<file path="src/rtl/core_ctrl.sv">
// Tile-pass sequencer for the PE core: loads weights and activations into xmem,
// streams them through L0 and the PE array, then drains the output FIFO into pmem.
module core_ctrl #(
  parameter int row   = 8,
  parameter int col   = 8,
  parameter int n_act = 36
) (
  input  logic        clk,
  input  logic        reset,
  input  logic        start,
  input  logic [10:0] w_base,
  input  logic [10:0] a_base,
  input  logic [10:0] p_base,
  input  logic        in_valid,
  output logic        in_ready,
  input  logic [31:0] in_data,
  input  logic        ofifo_valid,
  output logic [33:0] inst,
  output logic [31:0] D_xmem,
  output logic        busy,
  output logic        done
);

  localparam int CW = 16;
  localparam logic [CW-1:0] ROW_N     = CW'(row);
  localparam logic [CW-1:0] ROW_LAST  = CW'(row - 1);
  localparam logic [CW-1:0] ACT_N     = CW'(n_act);
  localparam logic [CW-1:0] ACT_LAST  = CW'(n_act - 1);
  localparam logic [CW-1:0] LOAD_LEN  = CW'(row + col - 1);
  localparam logic [CW-1:0] EXEC_LAST = CW'(n_act + row + col - 2);
  localparam logic [33:0]   IDLE_WORD = 34'h1800C0000;

  typedef enum logic [2:0] {
    IDLE, WLOAD, ALOAD, WL0, KLOAD, EXEC, DRAIN, DONE
  } state_t;

  state_t          state, next_state;
  logic [CW-1:0]   cnt, next_cnt;
  logic [CW-1:0]   rd_cnt, next_rd_cnt;
  logic            rd_pend, next_rd_pend;
  logic [10:0]     w_base_q, a_base_q, p_base_q;
  logic [33:0]     next_inst;
  logic [31:0]     next_d_xmem;

  logic            cen_p, wen_p, cen_x, wen_x;
  logic [10:0]     a_p, a_x;
  logic            ofifo_rd, l0_rd, l0_wr, exe, ld;
  logic            handshake;

  assign in_ready  = (state == WLOAD) || (state == ALOAD);
  assign handshake = in_valid && in_ready;

  always_comb begin
    next_state   = state;
    next_cnt     = cnt;
    next_rd_cnt  = rd_cnt;
    next_rd_pend = 1'b0;
    next_d_xmem  = D_xmem;
    cen_p        = 1'b1;
    wen_p        = 1'b1;
    a_p          = 11'd0;
    cen_x        = 1'b1;
    wen_x        = 1'b1;
    a_x          = 11'd0;
    ofifo_rd     = 1'b0;
    l0_rd        = 1'b0;
    l0_wr        = 1'b0;
    exe          = 1'b0;
    ld           = 1'b0;

    unique case (state)
      IDLE: begin
        if (start) begin
          next_state = WLOAD;
          next_cnt   = '0;
        end
      end

      WLOAD: begin
        if (handshake) begin
          cen_x       = 1'b0;
          wen_x       = 1'b0;
          a_x         = w_base_q + cnt[10:0];
          next_d_xmem = in_data;
          if (cnt == ROW_LAST) begin
            next_state = ALOAD;
            next_cnt   = '0;
          end else begin
            next_cnt = cnt + 1'b1;
          end
        end
      end

      ALOAD: begin
        if (handshake) begin
          cen_x       = 1'b0;
          wen_x       = 1'b0;
          a_x         = a_base_q + cnt[10:0];
          next_d_xmem = in_data;
          if (cnt == ACT_LAST) begin
            next_state = WL0;
            next_cnt   = '0;
          end else begin
            next_cnt = cnt + 1'b1;
          end
        end
      end

      // One extra cycle past the last read so the final word lands in L0.
      WL0: begin
        if (cnt < ROW_N) begin
          cen_x = 1'b0;
          a_x   = w_base_q + cnt[10:0];
        end
        l0_wr = (cnt != '0);
        if (cnt == ROW_N) begin
          next_state = KLOAD;
          next_cnt   = '0;
        end else begin
          next_cnt = cnt + 1'b1;
        end
      end

      KLOAD: begin
        if (cnt < LOAD_LEN) begin
          l0_rd = 1'b1;
          ld    = 1'b1;
        end
        if (cnt == LOAD_LEN) begin
          next_state = EXEC;
          next_cnt   = '0;
        end else begin
          next_cnt = cnt + 1'b1;
        end
      end

      EXEC: begin
        if (cnt < ACT_N) begin
          cen_x = 1'b0;
          a_x   = a_base_q + cnt[10:0];
        end
        l0_wr = (cnt != '0) && (cnt <= ACT_N);
        exe   = (cnt != '0);
        l0_rd = (cnt != '0);
        if (cnt == EXEC_LAST) begin
          next_state  = DRAIN;
          next_cnt    = '0;
          next_rd_cnt = '0;
        end else begin
          next_cnt = cnt + 1'b1;
        end
      end

      // Reads and pmem writes overlap: the write for vector j shares a word with the read of j+1.
      DRAIN: begin
        if (ofifo_valid && (rd_cnt < ACT_N)) begin
          ofifo_rd     = 1'b1;
          next_rd_pend = 1'b1;
          next_rd_cnt  = rd_cnt + 1'b1;
        end
        if (rd_pend) begin
          cen_p = 1'b0;
          wen_p = 1'b0;
          a_p   = p_base_q + cnt[10:0];
          if (cnt == ACT_LAST) begin
            next_state = DONE;
            next_cnt   = '0;
          end else begin
            next_cnt = cnt + 1'b1;
          end
        end
      end

      DONE: begin
        next_state = IDLE;
      end

      default: begin
        next_state = IDLE;
      end
    endcase

    next_inst = {1'b0, cen_p, wen_p, a_p, cen_x, wen_x, a_x,
                 ofifo_rd, 1'b0, 1'b0, l0_rd, l0_wr, exe, ld};
  end

  always_ff @(posedge clk or negedge reset) begin
    if (!reset) begin
      state    <= IDLE;
      cnt      <= '0;
      rd_cnt   <= '0;
      rd_pend  <= 1'b0;
      w_base_q <= '0;
      a_base_q <= '0;
      p_base_q <= '0;
      inst     <= IDLE_WORD;
      D_xmem   <= '0;
      busy     <= 1'b0;
      done     <= 1'b0;
    end else begin
      state   <= next_state;
      cnt     <= next_cnt;
      rd_cnt  <= next_rd_cnt;
      rd_pend <= next_rd_pend;
      inst    <= next_inst;
      D_xmem  <= next_d_xmem;
      busy    <= (next_state != IDLE) || (state == DONE);
      done    <= (state == DONE);
      if ((state == IDLE) && start) begin
        w_base_q <= w_base;
        a_base_q <= a_base;
        p_base_q <= p_base;
      end
    end
  end

endmodule

</file>
<file path="config.mk">
export PLATFORM = sky130hd
export DESIGN_NAME = core_ctrl
export DESIGN_NICKNAME = d
export VERILOG_FILES = /design/src/rtl/core_ctrl.sv
export SDC_FILE = /design/constraint.sdc
export NUM_CORES = 1
export LEC_CHECK = 0
export ABC_AREA = 1
export CORE_MARGIN = 4
export CORE_UTILIZATION = 59
export CTS_BUF_LIST = sky130_fd_sc_hd__clkbuf_8
export CTS_CLUSTER_SIZE = 28
export DETAILED_ROUTE_END_ITERATION = 7
export MAX_ROUTING_LAYER = met4
export PLACE_DENSITY = 0.88
export SYNTH_ARGS = -nofsm -noshare
export SYNTH_HDL_FRONTEND = slang
export SYNTH_SLANG_ARGS = --single-unit
</file>
<file path="constraint.sdc">
create_clock -name clk -period 5.4 [get_ports clk]
set_input_delay 1.08 -clock clk [delete_from_list [all_inputs] [get_ports clk]]
set_output_delay 1.08 -clock clk [all_outputs]
set_load 0.005 [all_outputs]
</file>
==> key figures, run 1 <==
STA
  • Fmax: 320.7 MHz
  • Final setup TNS: 0 ns
  • Final worst slack: 2.282 ns
  • Clock skew: around 0.018 ns
  • Worst-Margin Slew: 0.9452 ns
  • # setup viols final: 0
  • RSZ-0062 raised after global routing: no
  • Slew margin rel.: 36.91%
  • Tcrit/Tclk final: between 50% and 60%
  • Final hold violations: 0
  • Slew Viols, Final: 0
  • Final worst path period need: 3.118 ns

Final layout
  • Area Growth Syn to Fin: 23.92%
  • Ant diodes: 0
  • FILL cells: slightly above 900
  • Final Net Count: around 1100
  • Cell area after layout: 0.009497 sq mm
  • Fraction of layout cells with a size suffix above 1: 10.20%
  • Post-route insts no fill: 1211

Clock tree
  • H-tree depth: 4
  • Worst-Skew Late Latency: 0.46 ns
  • Root buf cell: clkbuf_8
  • PostCTS Resize Cnt: 0
  • CTS Buf Count: 17
  • Maximum clock path buffer count: 2
  • CTS tree: done
  • Post-CTS setup buffers: 0
  • Num Clock Sinks: 132
  • CTS hold repair buffers: 0
  • Worst-path clk slew: 0.09 ns

Floorplanning
  • IO Pins: roughly 140
  • Site Rows: 41
  • Die area: between 0.01 and 0.015 sq mm
  • Core Region: roughly 0.013 sq mm
  • Initial Util: between 60% and 70%
  • Die W: 122.0 um
  • Die Ht: 122.0 um

Place
  • Dpl cells: 1179
  • HPWL after DPL: 14.10 mm
  • Pre-CTS setup slack: about 2.3 ns
  • GPL Wtd Cong: 0.9386
  • # port buffers: about 140
  • Placed Area: 0.009071 sq mm

GRT
  • Total GRT Usage: 28.16%
  • Vias in the first global route: 6561
  • Antenna violations before repair: 0
  • First-pass GRT wire length: 31.78 mm
  • Total gr overflow: 0
  • Largest net degree at the start of global routing: 90

Worst setup path
  • CP startpoint: state[1]
  • Crit path max fanout: 17
  • Crit path capture type: output pin
  • Worst r2r src: cnt[1]
  • Setup CP Type: reg2out
  • Startpoint Class: flip-flop
  • Critical Path AT: 2.04 ns
  • Crit path required time: around 4.3 ns

Route
  • Vias per std cell: 5.489
  • WL per Instance: 16.07 um
  • Antenna Nets Post-Route: 0
  • DRT iter0 DRCs: 667
  • Drc violations: 0
  • Final wirelength: 19.46 mm
  • Drt pass-1 iters: 6
  • Vias: 6647

Hold path
  • Hold WC Path Type: reg2reg
  • Worst Min Path Start: D_xmem[22]

Synthesis
  • Most common cell in the netlist: nand2_1
  • Number of synthesis warnings: 0
  • Area leader, netlist: dfrtp_1
  • Synth top cells by count: nand2_1, dfrtp_1, inv_1
  • Post-synthesis sequential area ratio: 43.15%
  • Syn Inst Count: 893
  • Post-synth top area share: between 40% and 50%
  • Post-synth ARST share: 100.0%
  • Mapped Area: approximately 0.0077 sq mm
  • Synth top area cells: dfrtp_1, nand2_1, ha_1
  • Primary FF master, synth: dfrtp_1
  • FF+latch count, synth: 132
  • Number of flops mapped to enable cells by yosys: 0
  • Synth cell types: 42
  • Synthesized area per cell: 8.582 sq um

Pwr
  • Worst IR drop on VDD: ~0.16 mV
  • P_int: 1759 uW
  • Flop pwr share: 44.3%
  • Share of power burned in the clock network: a little over a third
  • Net Sw Power: between 700 and 800 uW
  • Switching share of power: between 30% and 40%
  • Logic pwr share: 20.6%
  • Power Total: 2539 uW
  • Leakage: 0.004674 uW
  • Power Density: 267.4 mW/mm^2

Run
  • Max cap viols: 0

Run status
  • Status: finished, final reports clean
==> layout make-up <==
cell class / instances / area (sq um) / share of cell area [%]
clock inverter: 14 / 177.7 / 1.871
inverter: 101 / 379.1 / 3.992
timing repair buffer: 136 / 1360 / 14.32
sequential: 132 / 3307 / 34.82
clock buffer: 18 / 247.7 / 2.609
multi-input combinational: 638 / 3810 / 40.12
tap: 172 / 215.2 / 2.266
==> layer usage <==
metal / share of wire, % / vias up / track usage, %
met2: 48 / 294 / 45.58
met1: 42 / 3091 / 34.65
met5: 0 / - / -
met4: 2.7 / 0 / 10.92
li1: - / 3218 / -
met3: 8.0 / 44 / 6.267
==> layout by cell type, fill, tap and decap left out, types with 3 or more instances in the layout <==
cell type	n
nand4_1	21
nor3_1	6
dfrtp_1	129
o21ai_0	24
inv_6	3
or2_2	3
nor2_1	82
o21a_1	5
nand3_1	80
nand2_1	205
nand2_4	4
dfstp_2	3
mux2_2	34
o211ai_1	15
ha_1	34
mux2_1	28
o21bai_1	6
clkinv_4	5
nand2_2	3
clkbuf_8	18
xnor2_1	6
inv_1	88
a21oi_1	35
xor2_1	10
o21ai_1	7
conb_1	3
nor2_2	5
a21o_1	3
fa_1	3
o31ai_1	4
bufinv_16	3
inv_2	13
clkdlybuf4s50_1	134
==> sequential cells by signal, indices dropped and copies added (netlist names) <==
name      flops
state         3
p_base_q     11
done          1
busy          1
cnt          16
D_xmem       32
w_base_q     11
inst         30
rd_cnt       16
a_base_q     11
==> stage by stage <==
step                hold WS, ns  util [%]
CTS                      0.4981     74.95
detailed placement       0.4798     71.59
global route             0.5036     74.95
floorplan                0.4597         -
global placement         0.4706     71.59
finish                   0.4938     74.95
==> path summary, 6_finish.rpt <==
| check | slack, ns | cells after the start | to |
|---|---|---|---|
| max reg2reg | 3.03 | 8 | inst[15] |
| min | 0.49 | 1 | D_xmem[22] |
| max | 2.28 | 5 | in_ready |
| max in group asynchronous | 3.68 | 2 | w_base_q[1] |
| min in group asynchronous | 0.66 | 1 | state[1] |
| min reg2reg | 0.49 | 1 | D_xmem[22] |
==> worst max-delay path, stage by stage, from the launching register on <==
cell             delay, ns
dfrtp_1               0.47
inv_2                 0.11
nor2_8                0.24
nand2_2               0.12
nand2_4               0.10
clkdlybuf4s50_1       0.51
==> power by group through the flow <==
stage | sequential [uW] | combinational [uW] | clock (uW)
global route | 1130 | 590 | 948
floorplan | 1100 | 324 | 0
global placement | 1140 | 501 | 0
CTS | 1120 | 523 | 906
finish | 1130 | 523 | 890
detailed placement | 1140 | 515 | 0
==> cells by family after synthesis <==
logic type | after synthesis | synth area share, %
mux | 63 | 9.241
compound gates | 102 | 8.000
other cells | 1 | 0.04893
simple gates | 417 | 24.16
fa+ha+maj | 37 | 6.335
flops | 132 | 43.15
buf+inv | 125 | 7.233
xor+xnor | 16 | 1.829
Note: power is estimated with default switching activity, not from simulation.
==> run 2: changes to the inputs <==
- CORE_UTILIZATION: 59 -> 55
- PLACE_DENSITY: 0.88 -> 0.83
- clock period: 5.4 -> 2.93 ns (I/O delays scaled with it)
==> run 2 against run 1 <==
Compared with the run above: setup slack lost 1.9 ns; routed wire length fell by 2.7%; final cell count increased by 0.74%; via count shrank 0.20%; sequential power increased by 82%; flip-flop and latch count is the same; clock skew is 0.0054 ns lower; hold slack got worse by 0.44 ns; register-to-register slack got worse by 2.3 ns; total power grew 86%; global-route usage down 3.1 points; highest routed layer unchanged.
==> key figures, run 2 (synthesis results as in run 1) <==
Clock tree
  • Worst-Skew Late Latency: 0.46 ns (about the same)
  • Num Clock Sinks: 132 (unchanged)
  • PostCTS Resize Cnt: 0 (unchanged)
  • H-tree depth: 4 (unchanged)
  • Maximum clock path buffer count: 2 (unchanged)
  • CTS hold repair buffers: 0 (unchanged)
  • Worst-path clk slew: 0.08 ns (about the same)
  • CTS Buf Count: 17 (unchanged)
  • CTS tree: done
  • Post-CTS setup buffers: 0 (unchanged)
  • Root buf cell: clkbuf_8

Final layout
  • Final Net Count: 1138 (+0.44%)
  • Fraction of layout cells with a size suffix above 1: 10.63% (+0.43 points)
  • Ant diodes: 0 (unchanged)
  • Post-route insts no fill: 1220 (+0.74%)
  • Area Growth Syn to Fin: 24.78%
  • Max reg flops: 32 (unchanged)
  • Leading registers by flop count: D_xmem (32), inst (30)
  • Most frequent cells in the layout: nand2_1, clkdlybuf4s50_1, dfrtp_1
  • Commonest non-fill, non-tap cell in the layout: nand2_1
  • Largest Register: D_xmem
  • FILL cells: 1068 (+16%)

Place
  • Dpl cells: 1188 (+0.76%)
  • # port buffers: 135 (unchanged)
  • GPL Wtd Cong: 0.9390 (about the same)
  • HPWL after DPL: 13.84 mm (-1.9%)

Route
  • Vias per std cell: 5.438 (-0.93%)
  • WL per Instance: 15.51 um (-3.5%)
  • Vias: 6634 (-0.20%)
  • DRT iter0 DRCs: 591 (-11%)
  • Antenna Nets Post-Route: 0 (unchanged)
  • Drc violations: 0 (unchanged)
  • Final wirelength: 18.92 mm (-2.7%)
  • Drt pass-1 iters: 5 (-1)

Worst setup path
  • Crit path max fanout: 17 (unchanged)
  • CP startpoint: state[0]
  • Startpoint Class: flip-flop
  • Worst r2r src: cnt[1]
  • Crit path capture type: output pin
  • Crit path required time: 2.34 ns (-1.98 ns)
  • Setup CP Type: reg2out
  • Critical Path AT: 2.01 ns (-0.03 ns)

STA
  • Final setup TNS: 0 ns (unchanged)
  • Fmax: around 390 MHz
  • Worst-Margin Slew: 0.7190 ns (-0.2263 ns)
  • RSZ-0062 raised after global routing: no
  • Clock skew: 0.01300 ns (-0.005393 ns)
  • Hold slack: 0.04889 ns (-0.4449 ns)
  • # setup viols final: 0 (unchanged)
  • Final worst path period need: 2.597 ns
  • Final hold violations: 0 (unchanged)
  • Tcrit/Tclk final: 88.64%
  • Slew Viols, Final: 0 (unchanged)
  • Slew margin rel.: 52.02% (+15 points)

Floorplanning
  • Site Rows: 42 (+2.4%)
  • Die area: 0.01589 sq mm (+6.8%)
  • Die Ht: 126.0 um (+3.3%)
  • IO Pins: 139 (unchanged)
  • Core Region: 0.01345 sq mm (+6.2%)
  • Initial Util: 56.97% (-3.5 points)
  • Die W: 126.0 um (+3.3%)

GRT
  • Largest net degree at the start of global routing: 47 (-48%)
  • Total gr overflow: 0 (unchanged)
  • Vias in the first global route: 6472 (-1.4%)
  • Total GRT Usage: 25.06% (-3.1 points)
  • First-pass GRT wire length: 31.36 mm (-1.3%)
  • Antenna violations before repair: 0 (unchanged)

Pwr
  • Power Total: 4723 uW (+86%)
  • Power Density: 493.9 mW/mm^2 (+85%)
  • Leakage: 0.004706 uW (+0.69%)
  • Worst IR drop on VDD: 0.3538 mV (+130%)

Run status
  • Status: finished, final reports clean

Hold path
  • Hold WC Path Type: in2async

Run
  • Max cap viols: 0 (unchanged)
-- run 2: cell count changes in the layout (fill, tap and decap cells not counted) --
cell / previous run / this run
clkinv_2: 2 / 3
clkinv_4: 5 / 3
clkbuf_8: 18 / 17
bufinv_16: 3 / 4
buf_12: 0 / 1
buf_4: 1 / 5
clkinvlp_4: 1 / 2
-- run 2: power breakdown --
part	switching (uW)	internal [uW]	leakage, uW	total, uW
Clock	760	932	0.000217	1690
Sequential	148	1920	0.00172	2060
Combinational	512	455	0.00277	967
Total	1420	3300	0.00471	4720
-- run 2: critical path: stages (launching register included) --
cell,delay (ns)
dfrtp_1,0.52
nor2_8,0.32
nand2_2,0.11
nand2_4,0.10
clkdlybuf4s50_1,0.51
-- run 2: final cells by class --
cell class | count | area, sq um | share of cell area, %
clock buffer | 17 | 234.0 | 2.447
multi-input combinational | 638 | 3810 | 39.84
tap | 176 | 220.2 | 2.303
clock inverter | 15 | 202.7 | 2.120
inverter | 101 | 379.1 | 3.964
timing repair buffer | 141 | 1410 | 14.75
sequential | 132 | 3307 | 34.58
-- run 2: metal layers --
metal	vias to the layer above	share of wire, %	global-route usage, %
met2	243	50	40.63
met4	0	2.0	8.833
li1	3222	-	-
met3	36	6.4	5.038
met1	3133	41	31.47
met5	-	0	-
-- run 2: stage by stage --
step	area (sq um)	worst slack, ns	util [%]
floorplan	7671	1.043	-
global placement	9126	0.7424	67.84
detailed placement	9126	0.6990	67.84
CTS	9563	0.3049	71.08
global route	9563	0.2417	71.08
finish	9563	0.3328	71.08
-- run 2: worst paths after layout --
| path | end | slack (ns) | cells past startpoint |
|---|---|---|---|
| worst max-delay path | in_ready | 0.33 | 4 |
| worst min-delay path | p_base_q[6] | 0.05 | 1 |
| worst max register to register | inst[15] | 0.72 | 8 |
| worst min register to register | rd_cnt[14] | 0.49 | 2 |
| max in group asynchronous | a_base_q[9] | 2.20 | 2 |
| min in group clk | rd_cnt[14] | 0.49 | 2 |
